==> src/rtl/mem_arb_pkg.sv <==
// rtl/mem_arb_pkg.sv - shared types and encodings for the data-memory arbiter
package mem_arb_pkg;

    typedef enum logic [1:0] {
        ARB_IDLE  = 2'd0,
        ARB_LOCK0 = 2'd1,
        ARB_LOCK1 = 2'd2
    } arb_state_t;

    localparam logic PORT0 = 1'b0;
    localparam logic PORT1 = 1'b1;

endpackage

==> src/rtl/arb_rr_pick.sv <==
// rtl/arb_rr_pick.sv - round-robin grant selection honouring the lock owner
module arb_rr_pick
    import mem_arb_pkg::*;
(
    input  logic       Req0,
    input  logic       Req1,
    input  logic       LastGnt,
    input  arb_state_t state,
    output logic       Gnt0,
    output logic       Gnt1
);

    always_comb begin
        Gnt0 = 1'b0;
        Gnt1 = 1'b0;
        case (state)
            ARB_IDLE: begin
                if (Req0 && Req1) begin
                    Gnt0 = (LastGnt == PORT1);
                    Gnt1 = (LastGnt == PORT0);
                end else begin
                    Gnt0 = Req0;
                    Gnt1 = Req1;
                end
            end
            // the lock owner is the only candidate; the other port waits silently
            ARB_LOCK0: Gnt0 = Req0;
            ARB_LOCK1: Gnt1 = Req1;
            default: begin
                Gnt0 = 1'b0;
                Gnt1 = 1'b0;
            end
        endcase
    end

endmodule

==> src/rtl/mem_arbiter.sv <==
// rtl/mem_arbiter.sv - two-port round-robin arbiter for the single-port data memory
module mem_arbiter
    import mem_arb_pkg::*;
#(
    parameter int W        = 8,
    parameter int A        = 8,
    parameter int MAX_LOCK = 4
) (
    input  logic         Clk,
    input  logic         Reset,
    input  logic         Req0,
    input  logic         Req1,
    input  logic         We0,
    input  logic         We1,
    input  logic         Lock0,
    input  logic         Lock1,
    input  logic [A-1:0] Addr0,
    input  logic [A-1:0] Addr1,
    input  logic [W-1:0] WData0,
    input  logic [W-1:0] WData1,
    output logic         Gnt0,
    output logic         Gnt1,
    output logic         RValid0,
    output logic         RValid1,
    output logic [W-1:0] RData0,
    output logic [W-1:0] RData1,
    output logic [A-1:0] MemAddr,
    output logic         MemWriteEn,
    output logic [W-1:0] MemDataIn,
    input  logic [W-1:0] MemDataOut,
    output logic         LockActive
);

    localparam logic [7:0] MAX_LOCK_C = 8'(MAX_LOCK);

    arb_state_t state, state_next;
    logic       last_gnt, last_gnt_next;
    logic [7:0] lock_cnt, lock_cnt_next;

    arb_rr_pick u_pick (
        .Req0    (Req0),
        .Req1    (Req1),
        .LastGnt (last_gnt),
        .state   (state),
        .Gnt0    (Gnt0),
        .Gnt1    (Gnt1)
    );

    always_ff @(posedge Clk or posedge Reset) begin
        if (Reset) begin
            state    <= ARB_IDLE;
            last_gnt <= PORT1;
            lock_cnt <= 8'd0;
        end else begin
            state    <= state_next;
            last_gnt <= last_gnt_next;
            lock_cnt <= lock_cnt_next;
        end
    end

    always_comb begin
        state_next    = state;
        lock_cnt_next = lock_cnt;
        case (state)
            ARB_IDLE: begin
                if (Gnt0 && Lock0) begin
                    state_next    = ARB_LOCK0;
                    lock_cnt_next = 8'd1;
                end else if (Gnt1 && Lock1) begin
                    state_next    = ARB_LOCK1;
                    lock_cnt_next = 8'd1;
                end
            end
            ARB_LOCK0: begin
                if (Req0 && Lock0 && (lock_cnt < MAX_LOCK_C)) begin
                    lock_cnt_next = lock_cnt + 8'd1;
                end else begin
                    state_next    = ARB_IDLE;
                    lock_cnt_next = 8'd0;
                end
            end
            ARB_LOCK1: begin
                if (Req1 && Lock1 && (lock_cnt < MAX_LOCK_C)) begin
                    lock_cnt_next = lock_cnt + 8'd1;
                end else begin
                    state_next    = ARB_IDLE;
                    lock_cnt_next = 8'd0;
                end
            end
            default: begin
                state_next    = ARB_IDLE;
                lock_cnt_next = 8'd0;
            end
        endcase
    end

    // a lock only ever grants its owner, so leaving it keeps LastGnt on the owner
    always_comb begin
        last_gnt_next = last_gnt;
        if (Gnt0) begin
            last_gnt_next = PORT0;
        end else if (Gnt1) begin
            last_gnt_next = PORT1;
        end
    end

    always_comb begin
        MemAddr    = '0;
        MemDataIn  = '0;
        MemWriteEn = 1'b0;
        if (Gnt0) begin
            MemAddr    = Addr0;
            MemDataIn  = WData0;
            MemWriteEn = We0;
        end else if (Gnt1) begin
            MemAddr    = Addr1;
            MemDataIn  = WData1;
            MemWriteEn = We1;
        end
    end

    always_ff @(posedge Clk or posedge Reset) begin
        if (Reset) begin
            RValid0 <= 1'b0;
            RValid1 <= 1'b0;
            RData0  <= '0;
            RData1  <= '0;
        end else begin
            RValid0 <= Gnt0 && !We0;
            RValid1 <= Gnt1 && !We1;
            if (Gnt0 && !We0) begin
                RData0 <= MemDataOut;
            end
            if (Gnt1 && !We1) begin
                RData1 <= MemDataOut;
            end
        end
    end

    assign LockActive = (state != ARB_IDLE);

endmodule

==> config.mk <==
export PLATFORM = sky130hd
export DESIGN_NAME = mem_arbiter
export DESIGN_NICKNAME = d
export VERILOG_FILES = /design/src/rtl/mem_arb_pkg.sv /design/src/rtl/arb_rr_pick.sv /design/src/rtl/mem_arbiter.sv
export SDC_FILE = /design/constraint.sdc
export NUM_CORES = 1
export LEC_CHECK = 0
export CORE_MARGIN = 2
export CORE_UTILIZATION = 27
export CTS_CLUSTER_SIZE = 14
export DETAILED_ROUTE_END_ITERATION = 8
export PLACE_DENSITY_LB_ADDON = 0.3
export SLEW_MARGIN = 15
export SYNTH_ARGS = -nofsm -noshare
export SYNTH_HDL_FRONTEND = slang
export SYNTH_SLANG_ARGS = --single-unit
==> constraint.sdc <==
create_clock -name Clk -period 1.57 [get_ports Clk]
set_input_delay 0.314 -clock Clk [delete_from_list [all_inputs] [get_ports Clk]]
set_output_delay 0.314 -clock Clk [all_outputs]
set_load 0.1 [all_outputs]
Word-level counts from Yosys, hierarchy flattened
Index checks and enable logic that the tools add are counted.

ROM bits: 0. Bits in latches: 0. Flip-flop bits (word level): 29. Word-level logic and storage cells: 52. Output and inout port bits: 38. Memories: 0. Memory bits (writable): 0. Input bits: 48.

Bitwise operators: 1. Multiplexer cells: 22. Eq/ne operators: 5. Order comparisons: 1. $add $sub $neg: 1. Multiply operators: 0. Reductions and logical operators: 15. Shift-type cells: 0. Div/mod/pow operators: 0.

Operators with widths (count): $mux 8 (8); $pmux 8 s3 (1); $logic_and 1x1->1 (9); $add 8x1->8 const B (1); $lt 8x3->1 const B (1); $mux 2 (4); $mux 1 (6); $pmux 2 s3 (1); $ne 2x2->1 const B (2); $pmux 1 s2 (2); $reduce_bool 2->1 (2); $ne 3x3->1 const B (1); $reduce_and 3->1 (1); $eq 2x1->1 const B (1); $eq 2x2->1 const B (1); $logic_not 1->1 (2); $logic_not 2->1 (1); $not 1->1 (1).

Depth between registers and ports, before layout
Depth after elaboration: 7. Gate-level depth with buffers: 5. Gate-level depth less buffers: 5.

By module
From an unflattened synthesis, not the netlist that was laid out.

Cell total of the unflattened synthesis: 105. Area, all modules: 1355.0 sq um.

Modules (own cells, without submodules): mem_arbiter (times used 1, seq. area each 726.9 sq um, cells an instance 101, area an instance 1322.5 sq um); arb_rr_pick (times used 1, seq. area each 0.0 sq um, cells an instance 4, area an instance 32.5 sq um).

Worst setup path before layout
Ideal clock, no wire load.

Kind: register to output. Start: register state[0]. End: output MemWriteEn. Setup slack: -1.995 ns. Path buffers: 1. Cell stages (with the launch flop): 5. Arrival: 3.251 ns. Data required time: 1.256 ns. Cell sequence: dfrtp_1 nand2b_4 o21a_1 buf_2 o21ai_0.

Elaborated cells between the ends (all ways): 7. Those cells by class: eq/ne: 2; mux: 4; reduce/logical: 1.

RTL lines: from (decl) (line mem_arbiter.sv:36) `arb_state_t state, state_next;`; from (signal assigned) (line mem_arbiter.sv:55) `state <= state_next;`; $eq 2x1->1 or $logic_not 2->1 (tied branches) (line arb_rr_pick.sv:16) `case (state)`; $pmux 1 s2 * (line arb_rr_pick.sv:16); net Gnt0 (line mem_arbiter.sv:21) `output logic Gnt0,`; $mux 1 * (line mem_arbiter.sv:111) `if (Gnt0) begin`; to (decl) (line mem_arbiter.sv:28) `output logic MemWriteEn,`.

Mark *: on every way through the listed nets, which the timed path passes. The rest lies on a longest branch.

Final worst setup path
Start: register state[0]. End: output MemDataIn[1].

Word-level cells in the longest chain between the ends: 4. Elaborated cells between the ends (all ways): 7. Those cells by class: eq/ne: 2; mux: 4; reduce/logical: 1.

Ends and longest elaborated chain: $eq 2x2->1 or $logic_not 2->1 (tied branches) (line arb_rr_pick.sv:16); $pmux 1 s2 (line arb_rr_pick.sv:16); $mux 8 (line mem_arbiter.sv:115) `end else if (Gnt1) begin`; $mux 8 * (line mem_arbiter.sv:111); to (decl) (line mem_arbiter.sv:29) `output logic [W-1:0] MemDataIn,`.

Mark *: on every way between the ends. The rest lies on a longest branch, timed or not.

==> run metrics <==
final worst slack -0.3300 ns; post-route ant nets 0; Critical R2R Capture lock_cnt[4]; Post-route DRC 0; dominant cells by area after synthesis dfrtp_1 50%, mux2_2 12%, a22o_1 11%; CP Capture Type primary output; worst skew pair latency 0.28 ns; GP Congestion 0.8184; WL final 4.851 mm; Synth Register Bits 29; placement-stage cell area 0.002993 mm^2; final instance area 0.003387 mm^2; unrepaired setup endpoints after global routing yes; fmax 526.3 MHz; TritonCTS Buffers 5; min Tclk post-route 1.900 ns; flop-to-flop setup slack -0.11 ns; Critical R2R Launch last_gnt; Area Growth Syn to Fin 141.5%; crit path max fanout 8; CORE AREA 0.005075 mm^2; Post-Synth Simple-Gate Area 12.49%; status finished, violations left; ys async rst share 100.0%; mapped cell area 0.001403 mm^2; pin count of the biggest net entering global routing 11; CTS Sinks 29; XOR/XNOR share of the synthesized area 0%; Starting Density 27.64%; failing checks setup timing; Port Buffers 85; largest family of logic cells by synthesized area compound AO/OA/AOI/OAI gates; CP startpoint kind register; Die W 76.08 um; worst-path cell chain nand2b_4 > o21a_4 > buf_8 > a22o_4 > buf_12; reg2reg path depth 7; worst hold slack 0.2655 ns; final hold vios 0; period utilization 121.0%; worst path required time 1.26 ns; filler cell count 372; GRT Resource Usage Total 16.67%; Die Ht 76.08 um; Worst slew margin 80.99%; EDFF count, synth 0; Hold WC Path Type input pin to async pin; ratio of cells with drive above 1 in the final layout 55.88%; Clock transition at path regs 0.06 ns; CP max stage delay 0.38 ns; WP data arrival 1.59 ns; Main synth FF type dfrtp_1; mux cell area share after synthesis 12.85%; ANT cells 0; Synth area leader dfrtp_1; register area share after synthesis 51.83%; via count of the routed design 1418; share of Yosys cell area claimed by the top area cell type 49.96%; die area 0.005787 mm^2; vias in the first global route 1495; syn avg cell area 12.09 um^2; drt pass-1 iters 4; CP max-delay cell dfrtp_1; first-pass GRT wire length 7.583 mm; Syn Nets 165; setup TNS -6.684 ns; 1st-iter DRT viols 24; H-tree depth 2; Max Cap Viol 0; post-synthesis adder-cell area fraction 0.8921%; # IOs 86; CTS tree done; Post-Synthesis Cells 116; dpl ws -0.4785 ns; Clock Path Buffers 2; num rows 26; yosys warns 0; WL/cell 15.75 um; via/cell ratio 4.604; clock root cell clkbuf_8; Layout Nets 286; max-slew violation count 0; Worst-Margin Slew 0.2848 ns; synth unique cells 33; initial antenna violation count 0; compound-gate portion of the synthesized area 18.73%; Setup Skew 0.001017 ns; Hold Buf Count CTS 0; DP Wirelength 3.501 mm; Congestion Overflow GR 0; count of final setup violators 34; Crit Path Class register to primary output
-- metrics by stage --
step | instances | utilization, %
floorplan | 116 | -
global placement | 287 | 58.97
detailed placement | 287 | 58.97
CTS | 300 | 63.78
global route | 308 | 66.74
finish | 308 | 66.74
-- layout by cell type, fill, tap and decap left out, types with 2 or more instances in the layout --
| master | count |
|---|---|
| clkdlybuf4s50_1 | 45 |
| nand2_1 | 4 |
| buf_12 | 41 |
| o21a_1 | 2 |
| buf_6 | 10 |
| mux2_4 | 8 |
| nor2_4 | 2 |
| a22o_4 | 16 |
| buf_4 | 19 |
| nor2b_2 | 3 |
| dfrtp_1 | 28 |
| nor2_1 | 5 |
| a21oi_2 | 2 |
| a21oi_1 | 3 |
| dlygate4sd2_1 | 2 |
| clkbuf_8 | 7 |
| mux2_2 | 7 |
| nand3_1 | 3 |
| and2_1 | 2 |
-- logic make-up after synthesis --
logic type | count (synthesis)
buffers and inverters | 7
muxes | 16
AOI/OAI and AO/OA | 33
adders and majority gates | 1
and+or+nand+nor | 30
DFF | 29
-- final cells by class --
class	count	area, um^2	area share, %
repair buffers	119	1584	46.77
multi-input cells	80	877.1	25.90
flip-flops and latches	29	726.9	21.46
clock buffers	7	96.34	2.844
well taps	70	87.58	2.586
inverters	2	10.01	0.2955
clock inverters	1	5.005	0.1478
-- worst max path at each step --
| stage | startpoint | to | slack, ns | cells after the start |
|---|---|---|---|---|
| 2_1_floorplan | state[0] | MemWriteEn | -0.24 | 4 |
| 3_3_place_gp | Req1 | MemWriteEn | -0.49 | 6 |
| 3_5_place_dp | Req1 | MemWriteEn | -0.48 | 6 |
| 4_1_cts | state[0] | MemDataIn[1] | -0.33 | 5 |
| 5_1_grt | state[0] | MemDataIn[1] | -0.38 | 5 |
| 6_report | state[0] | MemDataIn[1] | -0.33 | 5 |
-- worst max-delay path: cells and delay by family (launching register included) --
kind | cells | cell delay (ns)
AOI/OAI and AO/OA | 2 | 0.45
and+or+nand+nor | 1 | 0.16
DFF | 1 | 0.38
buffers and inverters | 2 | 0.30
-- synth_stat cells, types with 3 or more instances --
library cell / instances
dfrtp_1: 28
a22o_1: 17
mux2_2: 15
nor2_1: 7
a21oi_1: 5
nand2_1: 5
buf_2: 3
nand3_1: 3
nor2b_1: 3
o21a_1: 3
-- sequential cells by signal, indices dropped and copies added (netlist names) --
signal and count:
RValid0 1, last_gnt 1, state 2, RData0 8, RData1 8, lock_cnt 8
RValid1 1
-- routing by layer --
metal  share of wire (%)  GRT usage, %
met5                   0             0
met1                  41         19.54
met3                 9.4         7.583
met4                 1.7         5.818
met2                  48         27.05
-- what timing repair did --
action | in CTS | in global routing
pin swaps | 3 | 6
setup buffers | 5 | 8
cloned | 0 | 1
setup endpoints to repair | 43 | 40
resized for setup | 28 | 21
Power is left out: the tool's default activity adds up to more than one toggle a clock period on the data nets, which glitch-free logic cannot reach.
